`config.mk`:
```
export PLATFORM = sky130hd
export DESIGN_NAME = ram_sync
export DESIGN_NICKNAME = d
export VERILOG_FILES = /design/src/rtl/ram_pkg.sv /design/src/rtl/ram_sync.sv
export SDC_FILE = /design/constraint.sdc
export NUM_CORES = 1
export LEC_CHECK = 0
export CORE_MARGIN = 2
export CORE_UTILIZATION = 46
export DETAILED_ROUTE_END_ITERATION = 7
export GPL_ROUTABILITY_DRIVEN = 1
export GPL_TIMING_DRIVEN = 0
export PLACE_DENSITY = 0.66
export SYNTH_ARGS = -nofsm -noshare
export SYNTH_HDL_FRONTEND = slang
export SYNTH_SLANG_ARGS = --single-unit
```
`constraint.sdc`:
```
create_clock -name clk -period 3.7 [get_ports clk]
set_clock_uncertainty 0.1 [all_clocks]
set_input_delay 0.555 -clock clk [delete_from_list [all_inputs] [get_ports clk]]
set_output_delay 0.555 -clock clk [all_outputs]
set_load 0.01 [all_outputs]
```
`src/rtl/ram_pkg.sv`:
```
// Shared definitions for the synchronous data RAM: FSM state encoding and
// the byte-lane helper.
package ram_pkg;

    typedef enum logic {
        ST_CLEAR = 1'b0,
        ST_IDLE  = 1'b1
    } state_t;

    function automatic int bytes(input int data_w);
        return data_w / 8;
    endfunction

endpackage

```
`src/rtl/ram_sync.sv`:
```
// Single-port synchronous data RAM with per-byte write enables, a registered
// read with a valid strobe, and a clear sweep that runs after reset or on request.
module ram_sync
    import ram_pkg::*;
#(
    parameter int                DATA_W  = 32,
    parameter int                ADDR_W  = 5,
    parameter int                DEPTH   = 1 << ADDR_W,
    parameter logic [DATA_W-1:0] CLR_VAL = '0
) (
    input  logic                       clk,
    input  logic                       rst,
    input  logic                       clr,
    input  logic                       req,
    input  logic                       WE,
    input  logic [ADDR_W-1:0]          dir,
    input  logic [bytes(DATA_W)-1:0]   be,
    input  logic [DATA_W-1:0]          Dato,
    output logic [DATA_W-1:0]          Q,
    output logic                       q_valid,
    output logic                       ready,
    output state_t                     state
);

    localparam int                NB        = bytes(DATA_W);
    localparam logic [ADDR_W-1:0] LAST_ADDR = ADDR_W'(DEPTH - 1);

    logic [DATA_W-1:0] mem [0:DEPTH-1];

    state_t            state_q, state_d;
    logic [ADDR_W-1:0] clr_ptr, clr_ptr_d;

    logic              accept;
    logic              in_range;
    logic              rd_fire;
    logic              wr_fire;
    logic [DATA_W-1:0] rd_data;

    logic              mem_we;
    logic [ADDR_W-1:0] mem_addr;
    logic [DATA_W-1:0] mem_wdata;
    logic [NB-1:0]     mem_be;

    // Handshake: an operation is taken at a rising edge iff req && ready && !clr.
    // ready is high only in IDLE; requests while ready is low are dropped, and a
    // clr request in IDLE wins over a simultaneous req.
    assign ready   = (state_q == ST_IDLE);
    assign state   = state_q;
    assign accept  = req && ready && !clr;
    assign rd_fire = accept && !WE;
    assign wr_fire = accept && WE && in_range;

    generate
        if (DEPTH >= (1 << ADDR_W)) begin : g_full
            assign in_range = 1'b1;
        end else begin : g_partial
            assign in_range = (32'(dir) < 32'(DEPTH));
        end
    endgenerate

    always_comb begin
        state_d   = state_q;
        clr_ptr_d = clr_ptr;
        case (state_q)
            ST_CLEAR: begin
                if (clr_ptr == LAST_ADDR) begin
                    state_d   = ST_IDLE;
                    clr_ptr_d = '0;
                end else begin
                    clr_ptr_d = clr_ptr + 1'b1;
                end
            end
            ST_IDLE: begin
                if (clr) begin
                    state_d   = ST_CLEAR;
                    clr_ptr_d = '0;
                end
            end
            default: begin
                state_d   = ST_CLEAR;
                clr_ptr_d = '0;
            end
        endcase
    end

    always_ff @(posedge clk or posedge rst) begin
        if (rst) begin
            state_q <= ST_CLEAR;
            clr_ptr <= '0;
        end else begin
            state_q <= state_d;
            clr_ptr <= clr_ptr_d;
        end
    end

    // The sweep owns the write port; datapath writes only happen in IDLE anyway.
    always_comb begin
        mem_we    = wr_fire;
        mem_addr  = dir;
        mem_wdata = Dato;
        mem_be    = be;
        if (state_q == ST_CLEAR) begin
            mem_we    = 1'b1;
            mem_addr  = clr_ptr;
            mem_wdata = CLR_VAL;
            mem_be    = '1;
        end
    end

    always_ff @(posedge clk) begin
        if (mem_we) begin
            for (int i = 0; i < NB; i++) begin
                if (mem_be[i]) begin
                    mem[mem_addr][8*i +: 8] <= mem_wdata[8*i +: 8];
                end
            end
        end
    end

    assign rd_data = in_range ? mem[dir] : '0;

    always_ff @(posedge clk or posedge rst) begin
        if (rst) begin
            Q       <= '0;
            q_valid <= 1'b0;
        end else begin
            q_valid <= rd_fire;
            if (rd_fire) begin
                Q <= rd_data;
            end
        end
    end

endmodule

```
==> metrics <==
outcome=finished, violations left; failing checks=capacitance limit, slew limit, setup timing; Hold Path Class=input port to async pin; Synth top area share=72.2%; largest area contributor in the netlist=edfxtp_1; leak pwr=0.0173 µW; initial antenna violation count=3; clock-pin slew on the worst setup and hold paths=about 0.060 ns; Final nets=~2.6k; Multi-input gate area=10,100 µm²; crit end category=flop; row count=111; total gr overflow=0; Core Area=91,700 µm²; crit start category=input port; io pins=a little over 80; FILL cells=around 7.2k; critical path required time=4.08 ns; Final Cell Area=48,500 µm²; final setup fails=37; Slew @ Worst Pin=1.54 ns; kind of critical path=input port to flop; clock buffer count from CTS=~100; Post-DP HPWL=82,500 µm; Reg area=31,700 µm²; VDD IR max=around 0.00047 V; max-cap violations=1; post-DR vias/cell=between 6 and 7; Area Growth Syn to Fin=13.8%; Synth cell types=39; worst-path fanout max=10; Fin. Hold Viols=0; placed inst area=approximately 45,000 µm²; setup_tns=-0.491 ns; #FFs+latches synth=approximately 1.1k; syn_area_per_cell=17.7 µm²; Slew headroom=-2.65%; clock sink count=1,063; Crit. Startpoint=dir[1]; largest net degree at the start of global routing=33; vias in the first global route=23.3k; Most used DFF post-synth=edfxtp_1; GR Util All Layers=25.3%; Placed Instances=3,676; CTS tree=built; cell repeated most along the worst path=buf_2; post-synthesis net count=2,454; share of cells above drive strength 1=13.1%; hold bufs inserted after CTS=0; Crit path largest cell delay=0.79 ns; asr flop ratio synth=under 10%; routability cong.=0.965; post-synthesis instance area=between 40,000 and 50,000 µm²; min Tclk post-route=roughly 3.7 ns; post-detailed-route count of antenna-violating nets=0; pre-CTS setup slack=-0.766 ns; Vias=~24k; DRC violations left=0; DIE WIDTH=308 µm; cells after synthesis=around 2.4k; WL/cell=31.2 µm; crit path cell chain=clkdlybuf4s50_1 -> nor2b_1 -> buf_2 -> buf_2 -> clkbuf_1 -> a22oi_1 -> a21oi_1 -> o41ai_2; YS warnings=0; worst skew pair latency=0.67 ns; final WL=121,000 µm; Crit-path slowest cell=clkdlybuf4s50_1; RSZ-0062 raised after global routing=no; number of synthesized flops with an enable pin=1,024; Worst R2R Start=ready; Setup Buffers After CTS=0; final core area utilization=52.9%; Root Driver=clkbuf_16; P per Cell Area=roughly 630 nW/µm²; DRT iter0 DRCs=3,294; Clock Path Buffers=3; DRT Pass-1 Iters=8; H-tree Lvls=3; setup slack after layout=-0.0467 ns; first-pass GRT wire length=168,000 µm; fmax=267 MHz; Starting Density=46.5%; die area=between 90,000 and 100,000 µm²; Non-Filler Instances=slightly below 4k; Area contributors post-synth=edfxtp_1 72%, mux2i_1 12%, dfrtp_1 2.3%; fin crit share=101%; Die Y=slightly above 300 µm; register area share after synthesis=74.5%; Final Max Slew Viols=11; IO Port Bufs=between 70 and 80; CP arrival=4.13 ns
==> metal layers <==
layer | track usage (%) | up-vias | part of all wire (%)
met2 | 40.8 | 1326 | 47
met3 | 5.64 | 246 | 10
met1 | 33.5 | 12200 | 39
met5 | 0.775 | - | 0
met4 | 9.70 | 0 | 3.7
li1 | - | 10000 | -
==> final cells by class <==
class	count	share of cell area, %
Antenna cell	1	0.00516
Buffer	156	1.83
Clock buffer	150	6.05
Clock inverter	46	1.02
Inverter	5	0.0387
Multi-Input combinational cell	1182	20.8
Sequential cell	1063	65.5
Tap cell	1186	3.06
Timing Repair Buffer	84	1.75
==> power by group <==
group	switching, µW	internal [µW]	leakage, µW	total (µW)
Clock	4420	6200	0.00167	10600
Sequential	470	15000	0.00999	15400
Combinational	3170	1300	0.00565	4470
==> cells by family (layout without fill, tap and decap cells) <==
group,Yosys count,in the layout,share of synthesized area [%]
DFF,1063,1063,74.5
and+or+nand+nor,259,259,2.63
xor gates and xnor gates,2,2,0.0411
adders and majority gates,2,2,0.0587
AOI/OAI and AO/OA,405,405,8.59
muxes,514,514,12.1
other,0,1,0
buffers and inverters,161,441,2.13
==> synthesized netlist by cell type (2+ instances only) <==
library cell  count
edfxtp_1       1024
mux2i_1         513
a22oi_1         129
nor2_1          122
a21oi_1          70
clkbuf_1         68
a22o_1           64
nand2_1          64
a221oi_2         62
dfrtp_1          39
buf_4            37
and2_1           35
o22ai_1          33
o41ai_2          32
buf_1            19
buf_6            17
nor3_1           17
buf_2            11
nand3_1          11
inv_1             5
o21ai_0           4
o2bb2ai_1         4
clkbuf_4          3
nand2b_1          3
nor2b_1           3
a221oi_1          2
ha_1              2
o22a_1            2
==> cells in the final DEF (no fill, tap or decap), types with 39 or more instances in the layout <==
cell	count
a21oi_1	70
a22oi_1	129
nand2_1	64
a22o_1	64
dfrtp_1	39
mux2i_1	513
nor2_1	116
clkbuf_1	103
clkdlybuf4s50_1	79
edfxtp_1	1024
a221oi_2	62
clkbuf_16	108
buf_4	39
==> metrics by stage <==
step | power [µW] | hold slack (ns)
floorplan | 18000 | 0.420
global placement | 19800 | 0.403
detailed placement | 20100 | 0.406
CTS | 30500 | 0.159
global route | 31400 | 0.196
finish | 30500 | 0.163
==> path summary, 6_finish.rpt <==
kind	to	slack (ns)	depth (start not counted)
setup reg to reg	mem[1][1]	-0.02	4
setup / recovery	Q[6]	-0.05	8
max in group asynchronous	Q[7]	2.73	3
hold reg to reg	Q[14]	0.40	2
hold / removal	q_valid	0.16	2
min in group clk	Q[14]	0.40	2
==> critical path, delay by kind of cell <==
family | cells | cell delay (ns)
buf+inv | 4 | 2.59
compound gates | 3 | 0.70
simple gates | 1 | 0.25
==> state kept, by name, summed over array words and instances (netlist names) <==
signal	cells
mem	1024
Q	32
q_valid	1
clr_ptr	5
ready	1
==> repair_timing <==
| item | in CTS | in global routing |
|---|---|---|
| gates cloned | 0 | 0 |
| resized for setup | 8 | 11 |
| endpoints found under the setup margin | 208 | 206 |
| pin swaps | 0 | 0 |
No activity file was read; power rests on OpenSTA's default activity.
